<file path="src/rtl/input_loader.sv">
// Packs a serial element stream into COL-wide vectors and streams them to the systolic core on start.
// Optional INPUT_LOADER_REPLAY_EN keeps the buffered vectors after a run so a later start replays them.
module input_loader #(
   parameter int DEP   = 8,
   parameter int COL   = 2,
   parameter int VECS  = 4,
   parameter int FLUSH = 8
) (
   input  logic                       clk,
   input  logic                       rst,
   input  logic [DEP-1:0]             s_data,
   input  logic                       s_valid,
   output logic                       s_ready,
   input  logic                       start,
   output logic [DEP-1:0]             data_out [0:COL-1],
   output logic                       core_rst,
   output logic                       busy,
   output logic                       done,
   output logic [$clog2(VECS+1)-1:0]  count
);

   // state    | meaning
   // S_LOAD   | accepting elements, core held in reset
   // S_PRIME  | one cycle of core reset before data arrives
   // S_STREAM | one buffered vector per cycle onto data_out
   // S_FLUSH  | zeros on data_out while the core pipeline drains

   localparam int CW = $clog2(VECS + 1);
   localparam int PW = (VECS > 1) ? $clog2(VECS) : 1;
   localparam int IW = (COL > 1) ? $clog2(COL) : 1;
   localparam int FW = (FLUSH > 1) ? $clog2(FLUSH) : 1;

   localparam logic [CW-1:0] VECS_C    = CW'(VECS);
   localparam logic [IW-1:0] LAST_COL  = IW'(COL - 1);
   localparam logic [FW-1:0] FLUSH_TOP = FW'(FLUSH - 1);

   typedef enum logic [1:0] {
      S_LOAD,
      S_PRIME,
      S_STREAM,
      S_FLUSH
   } state_t;

   state_t         state;
   logic [DEP-1:0] vbuf [0:VECS-1][0:COL-1];
   logic [IW-1:0]  col_idx;
   logic [PW-1:0]  wr_ptr;
   logic [CW-1:0]  rd_ptr;
   logic [FW-1:0]  flush_cnt;
   logic           replay_pend;

   logic           start_ok;
   logic           accept;
   logic           last_col;
   logic           stream_end;
   logic           finish;
   logic [CW-1:0]  count_base;

   always_comb begin
      start_ok   = start && (state == S_LOAD) && (count != '0) && (col_idx == '0);
      s_ready    = !rst && (state == S_LOAD) && ((count < VECS_C) || replay_pend) && !start_ok;
      accept     = s_valid && s_ready;
      last_col   = (col_idx == LAST_COL);
      stream_end = (state == S_STREAM) && (rd_ptr == count);
      // With no drain cycles the run completes straight out of STREAM.
      finish     = ((state == S_FLUSH) && (flush_cnt == '0)) ||
                   ((FLUSH == 0) && stream_end);
      count_base = replay_pend ? '0 : count;
   end

`ifdef INPUT_LOADER_REPLAY_EN
   always_ff @(posedge clk) begin
      if (rst)
         replay_pend <= 1'b0;
      else if (finish)
         replay_pend <= 1'b1;
      else if (accept)
         replay_pend <= 1'b0;
   end
`else
   assign replay_pend = 1'b0;
`endif

   // The partially filled slot is outside count, so elements can be written in place.
   always_ff @(posedge clk) begin
      if (accept)
         vbuf[wr_ptr][col_idx] <= s_data;
   end

   always_ff @(posedge clk) begin
      if (rst) begin
         state     <= S_LOAD;
         count     <= '0;
         col_idx   <= '0;
         wr_ptr    <= '0;
         rd_ptr    <= '0;
         flush_cnt <= '0;
         core_rst  <= 1'b1;
         busy      <= 1'b0;
         done      <= 1'b0;
         for (int i = 0; i < COL; i++)
            data_out[i] <= '0;
      end else begin
         done <= 1'b0;
         case (state)
            S_LOAD: begin
               if (start_ok) begin
                  state  <= S_PRIME;
                  busy   <= 1'b1;
                  rd_ptr <= '0;
               end else if (accept) begin
                  if (last_col) begin
                     col_idx <= '0;
                     count   <= count_base + CW'(1);
                     wr_ptr  <= wr_ptr + PW'(1);
                  end else begin
                     col_idx <= col_idx + IW'(1);
                     if (replay_pend)
                        count <= '0;
                  end
               end
            end
            S_PRIME: begin
               state    <= S_STREAM;
               core_rst <= 1'b0;
               data_out <= vbuf[0];
               rd_ptr   <= CW'(1);
            end
            S_STREAM: begin
               if (stream_end) begin
                  state     <= S_FLUSH;
                  flush_cnt <= FLUSH_TOP;
                  for (int i = 0; i < COL; i++)
                     data_out[i] <= '0;
               end else begin
                  data_out <= vbuf[rd_ptr[PW-1:0]];
                  rd_ptr   <= rd_ptr + CW'(1);
               end
            end
            S_FLUSH: begin
               flush_cnt <= flush_cnt - FW'(1);
            end
            default: state <= S_LOAD;
         endcase

         if (finish) begin
            state    <= S_LOAD;
            busy     <= 1'b0;
            done     <= 1'b1;
            core_rst <= 1'b1;
            wr_ptr   <= '0;
            rd_ptr   <= '0;
            col_idx  <= '0;
            for (int i = 0; i < COL; i++)
               data_out[i] <= '0;
`ifndef INPUT_LOADER_REPLAY_EN
            count    <= '0;
`endif
         end
      end
   end

endmodule
</file>
<file path="config.mk">
export PLATFORM = sky130hd
export DESIGN_NAME = input_loader
export DESIGN_NICKNAME = d
export VERILOG_FILES = /design/src/rtl/input_loader.sv
export SDC_FILE = /design/constraint.sdc
export NUM_CORES = 1
export LEC_CHECK = 0
export CORE_ASPECT_RATIO = 0.6
export CORE_MARGIN = 3
export CORE_UTILIZATION = 40
export CTS_CLUSTER_DIAMETER = 60
export DETAILED_ROUTE_END_ITERATION = 10
export HOLD_SLACK_MARGIN = 0.05
export PLACE_DENSITY_LB_ADDON = 0.25
export SYNTH_ARGS = -nofsm -noshare
export SYNTH_HDL_FRONTEND = slang
export SYNTH_SLANG_ARGS = --single-unit
export TNS_END_PERCENT = 1
</file>
<file path="constraint.sdc">
create_clock -name clk -period 3.7 [get_ports clk]
set_input_delay 0.74 -clock clk [delete_from_list [all_inputs] [get_ports clk]]
set_output_delay 0.74 -clock clk [all_outputs]
set_load 0.03 [all_outputs]
</file>
==> Word level (Yosys, flattened, before mapping) <==
Memories as Yosys holds them, arrays and structs flattened. A register that Yosys moved wholly into a read port is not among the register bits.
Cells that the tools add are included.
{ "classes": {"n_bitwise": 3, "n_reduce_logical": 25, "n_eq_ne": 7, "n_lt_le_gt_ge": 3, "n_mux": 18, "addsub": 5} }
{ "op_table": {"columns": ["op", "count"], "rows": [
  ["$mux 16", 2],
  ["$pmux 16 s2", 1],
  ["$logic_and 1x1->1", 10],
  ["$mux 3", 3],
  ["$pmux 3 s3", 1],
  ["$reduce_and 3->1", 3],
  ["$demux 8 s1", 1],
  ["$mux 2", 4],
  ["$mux 8", 1],
  ["$add 3x1->3 const B", 2],
  ["$ne 2x2->1 const B", 3],
  ["$pmux 2 s3", 1],
  ["$pmux 3 s2", 1],
  ["$reduce_bool 3->1", 2],
  ["$eq 2x2->1 const B", 2],
  ["$reduce_and 2->1", 2],
  ["$reduce_and 4->1", 1],
  ["$reduce_bool 2->1", 2],
  ["$eq 3x3->1", 1],
  ["$logic_not 3->1", 1],
  ["$lt 3x3->1 const B", 1],
  ["$mux 1", 3],
  ["$sub 3x1->3 const B", 1],
  ["$add 2x1->2 const B", 1],
  ["9 further kinds", 11]
]} }
{ "totals": {"ff_bits": 33, "n_memories": 1, "input_bits": 12, "word_cells": 73, "ram_bits": 64, "output_inout_bits": 23} }
{ "mem_list": {"columns": ["memory", "depth", "word_bits", "rd", "rd_clocked_by_memory_dff", "wr", "line_no", "rtl"], "rows": [
  ["vbuf", 4, 16, 2, 1, 1, "45", "logic [DEP-1:0] vbuf [0:VECS-1][0:COL-1];"]
]} }

==> Longest topological paths before layout <==
Gate-level depths: netlist (run 1).
{ "logic_depth": {"word_depth": 9, "depth_mapped": 7, "ltp_nobuf": 6} }

==> Least setup slack after synthesis (run 1) <==
OpenSTA, ideal clock, no wires.
{ "synth_timing": {"path_type": "input-to-reg", "from": "in rst", "to": "mem vbuf[0][0] in the netlist's numbering (enable)", "n_path_buf": 1, "t_arrival_ns": 1.670, "setup_ns": 0.332, "required_time_ns": 3.368, "cell_stages": 4, "slack_ns": 1.699, "cell_sequence": "nor2_1 -> and4_1 -> clkbuf_1 -> and2_1"} }
{ "synth_via": {"elab_chain_len": 7} }
{ "synth_lines": {"columns": ["item", "line_no", "rtl"], "rows": [
  ["start: declaration", "10", "input logic rst,"],
  ["$logic_not 1->1", "61", "s_ready = !rst && (state == S_LOAD) && ((count < VECS_C) || replay_pend) && !start_ok;"],
  ["$logic_and 1x1->1 (3 in series)", "61", null],
  ["$logic_and 1x1->1", "62", "accept = s_valid && s_ready;"],
  ["$mux 1", "86", "if (accept)"],
  ["$mux 16 (implied by the code)", "87", "vbuf[wr_ptr][col_idx] <= s_data;"],
  ["end: declaration", "45", null]
]} }
No other way between the ends.

==> Final worst setup path (run 1) <==
{ "layout_timing": {"from": "in rst", "to": "out s_ready"} }
{ "layout_via": {"elab_chain_len": 4} }
{ "layout_lines": {"columns": ["item", "line_no", "rtl"], "rows": [
  ["$logic_not 1->1", "61", null],
  ["$logic_and 1x1->1 (3 in series)", "61", null],
  ["end: declaration", "13", "output logic s_ready,"]
]} }
No other way between the ends.

==> metrics.txt, run 1 <==
GRT met2 Usage=between 10% and 20%; Post-synth EDFFs=64; All-Layer GR Usage=between 10% and 20%; Tcrit/Tclk final=between 80% and 90%; Layout Nets=between 300 and 400; post-CTS setup buffers=0; Hold WC Path Type=flop to flop; RePlAce Congestion=0.7911; routed vias/inst=between 5 and 6; crit start category=input port; syn avg cell area=around 14 sq um; Cell variety after synth=37; cell count after synthesis=between 200 and 300; register area share after synthesis=between 60% and 70%; crit-path max FO=7; Post-Route WL=roughly 8200 um; Critical Path RT=2960 ps; Synthesized Nets=between 300 and 400; kind of critical path=input port to output port; Sink Count=between 90 and 100; async set-reset flop share out of synthesis=0%; Layout Skew=6.004 ps; Layout area overhead=18.60%; Worst setup startpoint=rst; PortBufs=34; final worst-path setup slack=approximately 630 ps; DRC Markers=0; pwr/cell area=just over 600 nW/um^2; register bit total from synthesis=between 90 and 100; share of cells above drive strength 1=around 11%; FP Rows=27; starting density of the core=between 40% and 50%; grt ovf=0; Via Count=approximately 2400; H-tree Lvls=3; met3 usage=5.389%; Pint=between 2 and 2.5 mW; routed length per instance=between 15 and 20 um; PostCTS Resize Cnt=0; Critical R2R Launch=state[0]; Max Slew Vio Count=0; clock-pin slew on the worst setup and hold paths=60 ps; commonest non-fill, non-tap cell in the layout=edfxtp_1; power share of the clock group=between 30% and 40%; Synth Warn #=0; Final Core Density=between 50% and 60%; P_sw=0.8176 mW; clk buf depth=2; grt peak-use layer=met1; Die Height=84.27 um; Total Power=2.943 mW; Area contributors post-synth=edfxtp_1 (47%), dfxtp_1 (17%), mux4_2 (8.8%), a21oi_1 (4.8%), ha_1 (4.0%); Fin. Hold Viols=0; Iter 0 DRT Violations=about 150; Num CTS Buffers=9; hold path depth=2; maximum vdd ir drop=0.3116 mV; final setup fails=0; CTS tree=built; combinational fraction of design power=21.7%; Detail Placement HPWL=between 5000 and 6000 um; switch share=between 20% and 30%; share of the synthesized area in the top cell type=47.06%; ANT nets after route=0; status=finished, final reports clean; total iterations of the first detailed-routing run=4; Root Buffer Master=clkbuf_16; max-cap viol count=0; Slew @ Worst Pin=about 1100 ps; vias in the first global route=approximately 2200; fmax=0.3260 GHz; crit path DAT=roughly 2300 ps; Hold Crit Start=core_rst; max_slew headroom=a little over a quarter; Post-synth top flop=edfxtp_1; met1 Use GR=between 20% and 30%; Static Leak=roughly 1.7 nW; Netlist Area Pre-Place=just over 4000 sq um; core area=between 9000 and 10000 sq um; pre-CTS setup slack=631.3 ps; unrepaired setup endpoints after global routing=false; most frequent cells in the layout=edfxtp_1 (64), a21oi_1 (39), dfxtp_1 (35); floorplan die width=~140 um; I/O pin count=35; setup TNS=0 ps; initial antenna violation count=0; cts hold-fix bufs=0; full die area=~11000 sq um; worst skew pair latency=between 300 and 400 ps; largest net degree at the start of global routing=38; ant diodes=0; Reg power frac=45.7%; Reg2Reg Depth=5; Hold Worst Slack=approximately 470 ps; Worst setup EP type=output port; first-pass GRT wire length=between 10000 and 15000 um; Yosys top cell by area=edfxtp_1; minimum clock period=3067 ps
power by group through the flow:
stage | logic [mW] | registers, mW | clock network [mW]
CTS | 0.643 | 1.35 | 0.982
global route | 0.694 | 1.36 | 1.04
global placement | 0.635 | 1.36 | 0
finish | 0.638 | 1.34 | 0.961
floorplan | 0.246 | 1.51 | 0
detailed placement | 0.640 | 1.37 | 0
sequential cells by signal, summed over array words and instances (netlist names), named ones only:
name	cells
state	2
busy	1
core_rst	1
vbuf	64
rd_ptr	3
flush_cnt	3
wr_ptr	2
done	1
col_idx	1
data_out	16
count	3
Yosys cell counts (2+ instances only):
master and instances:
a21oi_1 39, a311oi_1 2, and2_1 8, buf_2 3, clkbuf_1 10, dfxtp_1 35
edfxtp_1 64, ha_1 13, inv_1 9, mux2i_1 3, mux4_2 16, nand2_1 3
nand4b_1 2, nor2_1 13, nor2b_1 20, nor4_1 2, o21a_1 2, o21ai_0 18
o31ai_1 5, or2_2 2, or4_1 4, xnor2_1 2, xor2_1 4
layer usage:
metal  up-vias  wire length, um
li1       1166                -
met1      1134             4373
met2        63             3087
met3         4              691
met4         0               50
met5         -                0
metrics by stage:
step | cell area [sq um] | cells
final | 4843 | 460
after global routing | 4843 | 460
after CTS | 4843 | 460
after detailed placement | 4534 | 444
after global placement | 4534 | 444
after floorplan | 4084 | 293
cell type report:
cell class / count / area (sq um)
fillers: 810 / 4717
well taps: 130 / 162.7
repair buffers: 37 / 362.8
clock buffers: 10 / 229.0
flip-flops and latches: 99 / 2623
clock inverters: 6 / 80.08
multi-input cells: 169 / 1353
inverters: 9 / 33.78
final timing paths:
check / to / slack [ps]
worst max-delay path: s_ready / 630
worst max register to register: rd_ptr[0] / 1410
worst min register to register: core_rst / 470
worst min-delay path: core_rst / 470
critical path, stage by stage:
cell             delay (ps)
clkdlybuf4s50_1         520
nor2_1                  230
o211a_1                 180
clkdlybuf4s50_1         660
kinds of logic (layout without fill, tap and decap cells):
| logic type | Yosys count | count (layout) | synth area share, % |
|---|---|---|---|
| multiplexers | 19 | 19 | 9.559 |
| adder cells (fa/ha/maj) | 13 | 13 | 3.983 |
| buffers and inverters | 25 | 62 | 2.665 |
| AND/OR/NAND/NOR | 60 | 60 | 8.579 |
| XOR/XNOR | 6 | 6 | 1.287 |
| flip-flops | 99 | 99 | 64.22 |
| AO/OA/AOI/OAI | 71 | 71 | 9.712 |
Note: power is estimated with default switching activity, not from simulation.
==> run 2: changes to the inputs <==
==> constraint.sdc (replaced) <==
create_clock -name clk -period 2.95 [get_ports clk]
set_input_delay 0.59 -clock clk [delete_from_list [all_inputs] [get_ports clk]]
set_output_delay 0.59 -clock clk [all_outputs]
set_load 0.03 [all_outputs]
==> metrics.txt, run 2 (same netlist as run 1, synthesis figures left out) <==
clk buf depth=2 (unchanged); Fin. Hold Viols=0 (unchanged); grt ovf=0 (unchanged); Root Buffer Master=clkbuf_16; crit path DAT=2070 ps (-260 ps); pwr/cell area=786.6 nW/um^2 (+29%); max-cap viol count=0 (unchanged); Critical Path RT=2360 ps (-600 ps); final setup fails=0 (unchanged); family with the most delay on the worst path=buffers and inverters; cts hold-fix bufs=0 (unchanged); final worst-path setup slack=287.7 ps (-344.9 ps); Num CTS Buffers=9 (unchanged); full die area=11500 sq um (unchanged); PortBufs=34 (unchanged); floorplan die width=136.4 um (unchanged); Hold WC Path Type=flop to flop; multi-input combinational cell area=1353 sq um (unchanged); initial antenna violation count=0 (unchanged); kind of critical path=input port to output port; most used cell, CP=clkdlybuf4s50_1; total iterations of the first detailed-routing run=4 (unchanged); maximum vdd ir drop=0.3383 mV (+8.5%); minimum clock period=around 2700 ps; design area=4928 sq um (+1.8%); RePlAce Congestion=0.7670 (-3.0%); Final Core Density=51.55% (+0.89 points); Biggest register=vbuf; Layout Skew=7.843 ps (+1.839 ps); Slew @ Worst Pin=898.6 ps (-176.7 ps); Worst setup EP type=output port; worst path buffer plus inverter count=2 (unchanged); Detail Placement HPWL=5522 um (-5.6%); routed vias/inst=5.142 (about the same); Static Leak=1.693 nW (+2.6%); final cell count without fillers=465 (+1.1%); fillers=783 (-3.3%); first-pass GRT wire length=12960 um (+1.5%); placed cell area=4572 sq um (+0.83%); All-Layer GR Usage=15.21% (+0.024 points); pre-CTS setup slack=306.2 ps (-325.1 ps); post-CTS setup buffers=0 (unchanged); dpl cells=449 (+1.1%); Total Power=3.877 mW (+32%); Max Slew Vio Count=0 (unchanged); FP Rows=27 (unchanged); most frequent cells in the layout=edfxtp_1 (64), a21oi_1 (39), dfxtp_1 (35); Reg2Reg Depth=4 (-1); crit-path max FO=3 (-4); DRC Markers=0 (unchanged); hold path depth=2 (unchanged); vias in the first global route=2313 (+5.3%); max incr delay on CP=660 ps (about the same); WP depth=4 (unchanged); clock-pin slew on the worst setup and hold paths=60 ps (about the same); Post-Route WL=8055 um (-1.8%); core area=9560 sq um (unchanged); I/O pin count=35 (unchanged); Iter 0 DRT Violations=99 (-33%); Hold Worst Slack=479.0 ps (+9.185 ps); crit start category=input port; Tcrit/Tclk final=90.25%; Largest register FFs=64 (unchanged); fmax=between 0.3 and 0.4 GHz; starting density of the core=42.72% (unchanged); share of cells above drive strength 1=11.64% (+0.73 points); Slowest-stage cell, CP=clkdlybuf4s50_1; Via Count=2391 (+1.0%); unrepaired setup endpoints after global routing=false; register area=2623 sq um (unchanged); Worst R2R Setup Slack=940 ps (-470 ps); largest registers=vbuf x64, data_out x16; cell-by-cell trace of the critical path=clkdlybuf4s50_1 > nor2_1 > o211a_1 > clkdlybuf4s50_1; Layout Nets=355 (+1.4%); ANT nets after route=0 (unchanged); Die Height=84.27 um (unchanged); setup TNS=0 ps (unchanged); PostCTS Resize Cnt=0 (unchanged); status=finished, final reports clean; Layout area overhead=20.68%; H-tree Lvls=3 (unchanged); max_slew headroom=39.25% (+12 points); worst skew pair latency=340 ps (about the same); largest net degree at the start of global routing=38 (unchanged); commonest non-fill, non-tap cell in the layout=edfxtp_1; CTS tree=built; Sink Count=99 (unchanged); ant diodes=0 (unchanged); routed length per instance=17.32 um (-2.8%)
## run 2: final timing paths
kind | from | to
setup / recovery | rst | s_ready
hold / removal | core_rst | core_rst
setup reg to reg | flop | data_out[9]
hold reg to reg | core_rst | core_rst
## run 2: power breakdown
group	total [mW]	leakage (nW)	switching [mW]	internal, mW
Combinational	0.813	0.659	0.492	0.321
Clock	1.38	0.172	0.476	0.908
Sequential	1.68	0.862	0.0673	1.61
## run 2: metal layers
metal | track usage (%) | wire length (um)
met1 | 24.08 | 4172
met2 | 19.17 | 3153
met3 | 5.449 | 639
met4 | 4.392 | 89
met5 | 0 | 0
## run 2: cell type report
cell class / count / share of cell area (%)
clock buffer: 10 / 4.646
clock inverter: 6 / 2.589
inverter: 9 / 0.6855
multi-input combinational: 169 / 27.44
sequential: 99 / 53.21
tap: 130 / 3.300
timing repair buffer: 42 / 8.124
## run 2: worst min-delay path, delay by kind of cell, from the launching register on
family / cells / cell delay [ps]
AO/OA/AOI/OAI: 1 / 70
flip-flops: 1 / 310
buffers and inverters: 1 / 50
==> run 3: changes to the inputs <==
--- a/config.mk
+++ b/config.mk
@@ -7,8 +7,10 @@
 export LEC_CHECK = 0
 export CORE_ASPECT_RATIO = 0.6
 export CORE_MARGIN = 3
-export CORE_UTILIZATION = 40
+export CORE_UTILIZATION = 35
+export CTS_BUF_LIST = sky130_fd_sc_hd__clkbuf_8
 export CTS_CLUSTER_DIAMETER = 60
+export CTS_CLUSTER_SIZE = 8
 export DETAILED_ROUTE_END_ITERATION = 10
 export HOLD_SLACK_MARGIN = 0.05
 export PLACE_DENSITY_LB_ADDON = 0.25
==> metrics.txt, run 3 (same netlist as run 1, synthesis figures left out) <==
Hold Crit Start=core_rst; crit start category=input port; final setup fails=0 (unchanged); register area=2623 sq um (unchanged); WP depth=4 (unchanged); commonest non-fill, non-tap cell in the layout=edfxtp_1; Slew @ Worst Pin=932.5 ps (+33.84 ps); max_slew headroom=36.96% (-2.3 points); core area=10960 sq um (+15%); final worst-path setup slack=322.4 ps (+34.69 ps); Tcrit/Tclk final=89.07% (-1.2 points); Worst setup EP type=output port; starting density of the core=37.27% (-5.4 points); Slowest-stage cell, CP=clkdlybuf4s50_1; ant diodes=0 (unchanged); RePlAce Congestion=0.7585 (-1.1%); share of cells above drive strength 1=11.68% (+0.035 points); Biggest register=vbuf; H-tree Lvls=3 (unchanged); Layout Nets=354 (-0.28%); DRC Markers=0 (unchanged); Worst setup startpoint=rst; ANT nets after route=0 (unchanged); fmax=0.3806 GHz (+1.3%); Worst R2R Setup Slack=800 ps (-140 ps); Post-Route WL=8049 um (about the same); Detail Placement HPWL=5579 um (+1.0%); pre-CTS setup slack=320.1 ps (+13.89 ps); setup TNS=0 ps (unchanged); Hold WC Path Type=flop to flop; first-pass GRT wire length=12900 um (-0.42%); maximum vdd ir drop=0.2042 mV (-40%); Via Count=2344 (-2.0%); Reg2Reg Depth=5 (+1); Num CTS Buffers=9 (unchanged); FP Rows=29 (+7.4%); vias in the first global route=2246 (-2.9%); Fin. Hold Viols=0 (unchanged); hold path depth=2 (unchanged); most frequent cells in the layout=edfxtp_1 (64), a21oi_1 (39), dfxtp_1 (35); largest registers=vbuf x64, data_out x16; family with the most delay on the worst path=buffers and inverters; CTS tree=built; multi-input combinational cell area=1353 sq um (unchanged); full die area=13040 sq um (+13%); Critical Path RT=2360 ps (about the same); worst path buffer plus inverter count=2 (unchanged); Die Height=89.67 um (+6.4%); Iter 0 DRT Violations=247 (+150%); Hold Path Sink=core_rst; Static Leak=1.606 nW (-5.1%); Largest register FFs=64 (unchanged); Root Buffer Master=clkbuf_8; max incr delay on CP=660 ps (about the same); PostCTS Resize Cnt=0 (unchanged); largest net degree at the start of global routing=38 (unchanged); total iterations of the first detailed-routing run=4 (unchanged); initial antenna violation count=0 (unchanged); crit-path max FO=3 (unchanged); clk buf depth=2 (unchanged); clock-pin slew on the worst setup and hold paths=90 ps (+30 ps); cell-by-cell trace of the critical path=clkdlybuf4s50_1 > nor2_1 > o211a_1 > clkdlybuf4s50_1; All-Layer GR Usage=13.33% (-1.9 points); grt ovf=0 (unchanged); Layout Skew=11.13 ps (+3.291 ps); pwr/cell area=683.9 nW/um^2 (-13%); Max Slew Vio Count=0 (unchanged); kind of critical path=input port to output port; minimum clock period=2628 ps (-34.69 ps); Sink Count=99 (unchanged); status=finished, final reports clean; Layout area overhead=16.79%; most used cell, CP=clkdlybuf4s50_1; floorplan die width=145.5 um (+6.6%); routed vias/inst=4.793 (-6.8%); PortBufs=34 (unchanged); crit path DAT=2040 ps (-30 ps); cts hold-fix bufs=0 (unchanged); I/O pin count=35 (unchanged); Critical R2R Launch=state[0]; routed length per instance=16.46 um (-5.0%); max-cap viol count=0 (unchanged); worst skew pair latency=360 ps (+20 ps); unrepaired setup endpoints after global routing=false; fillers=1002 (+28%); post-CTS setup buffers=0 (unchanged)
[run 3: cell count changes in the layout (fill, tap and decap cells not counted), moves of 2 or more]
| cell | delta |
|---|---|
| clkbuf_16 | -9 |
| clkbuf_8 | +10 |
| inv_1 | +2 |
| bufinv_16 | -4 |
| clkinvlp_4 | +2 |
| clkinv_1 | -2 |
[run 3: cell type report]
type                       instances  area share [%]
sequential                        99           54.98
multi-input combinational        169           28.36
timing repair buffer              41           8.237
tap                              155           4.066
clock buffer                      10           2.886
clock inverter                     6          0.7608
inverter                           9          0.7083
[run 3: worst register-to-register path, cell delays in order (launching register included)]
cell	delay (ps)
dfxtp_1	350
inv_1	90
ha_1	470
nor4b_1	820
o31ai_1	140
a21oi_1	210
[run 3: how the worst max path moves through the flow]
stage | endpoint
final | s_ready
after detailed placement | s_ready
after CTS | s_ready
after global placement | s_ready
after floorplan | flop
after global routing | s_ready
[run 3: report_power, final]
part / internal, mW / switching [mW] / leakage [nW] / total, mW
sequential: 1.61 / 0.0675 / 0.862 / 1.68
clock: 0.324 / 0.447 / 0.0909 / 0.770
combinational: 0.320 / 0.494 / 0.654 / 0.814
[run 3: metrics by stage]
stage               instances  area, sq um  utilization, %  hold slack [ps]  power [mW]
finish                    489         4770           43.53            474.7       3.262
global route              489         4770           43.53            514.1       3.432
CTS                       489         4770           43.53            477.9       3.292
detailed placement        473         4596           41.94            458.9       2.523
global placement          473         4596           41.94            453.5       2.512
floorplan                 293         4084               -            442.6       2.202
[run 3: metal layers]
layer	part of all wire, %	track usage, %
met3	8.0	3.912
met2	38	17.95
met5	0	0
met1	53	20.22
met4	1.3	4.910
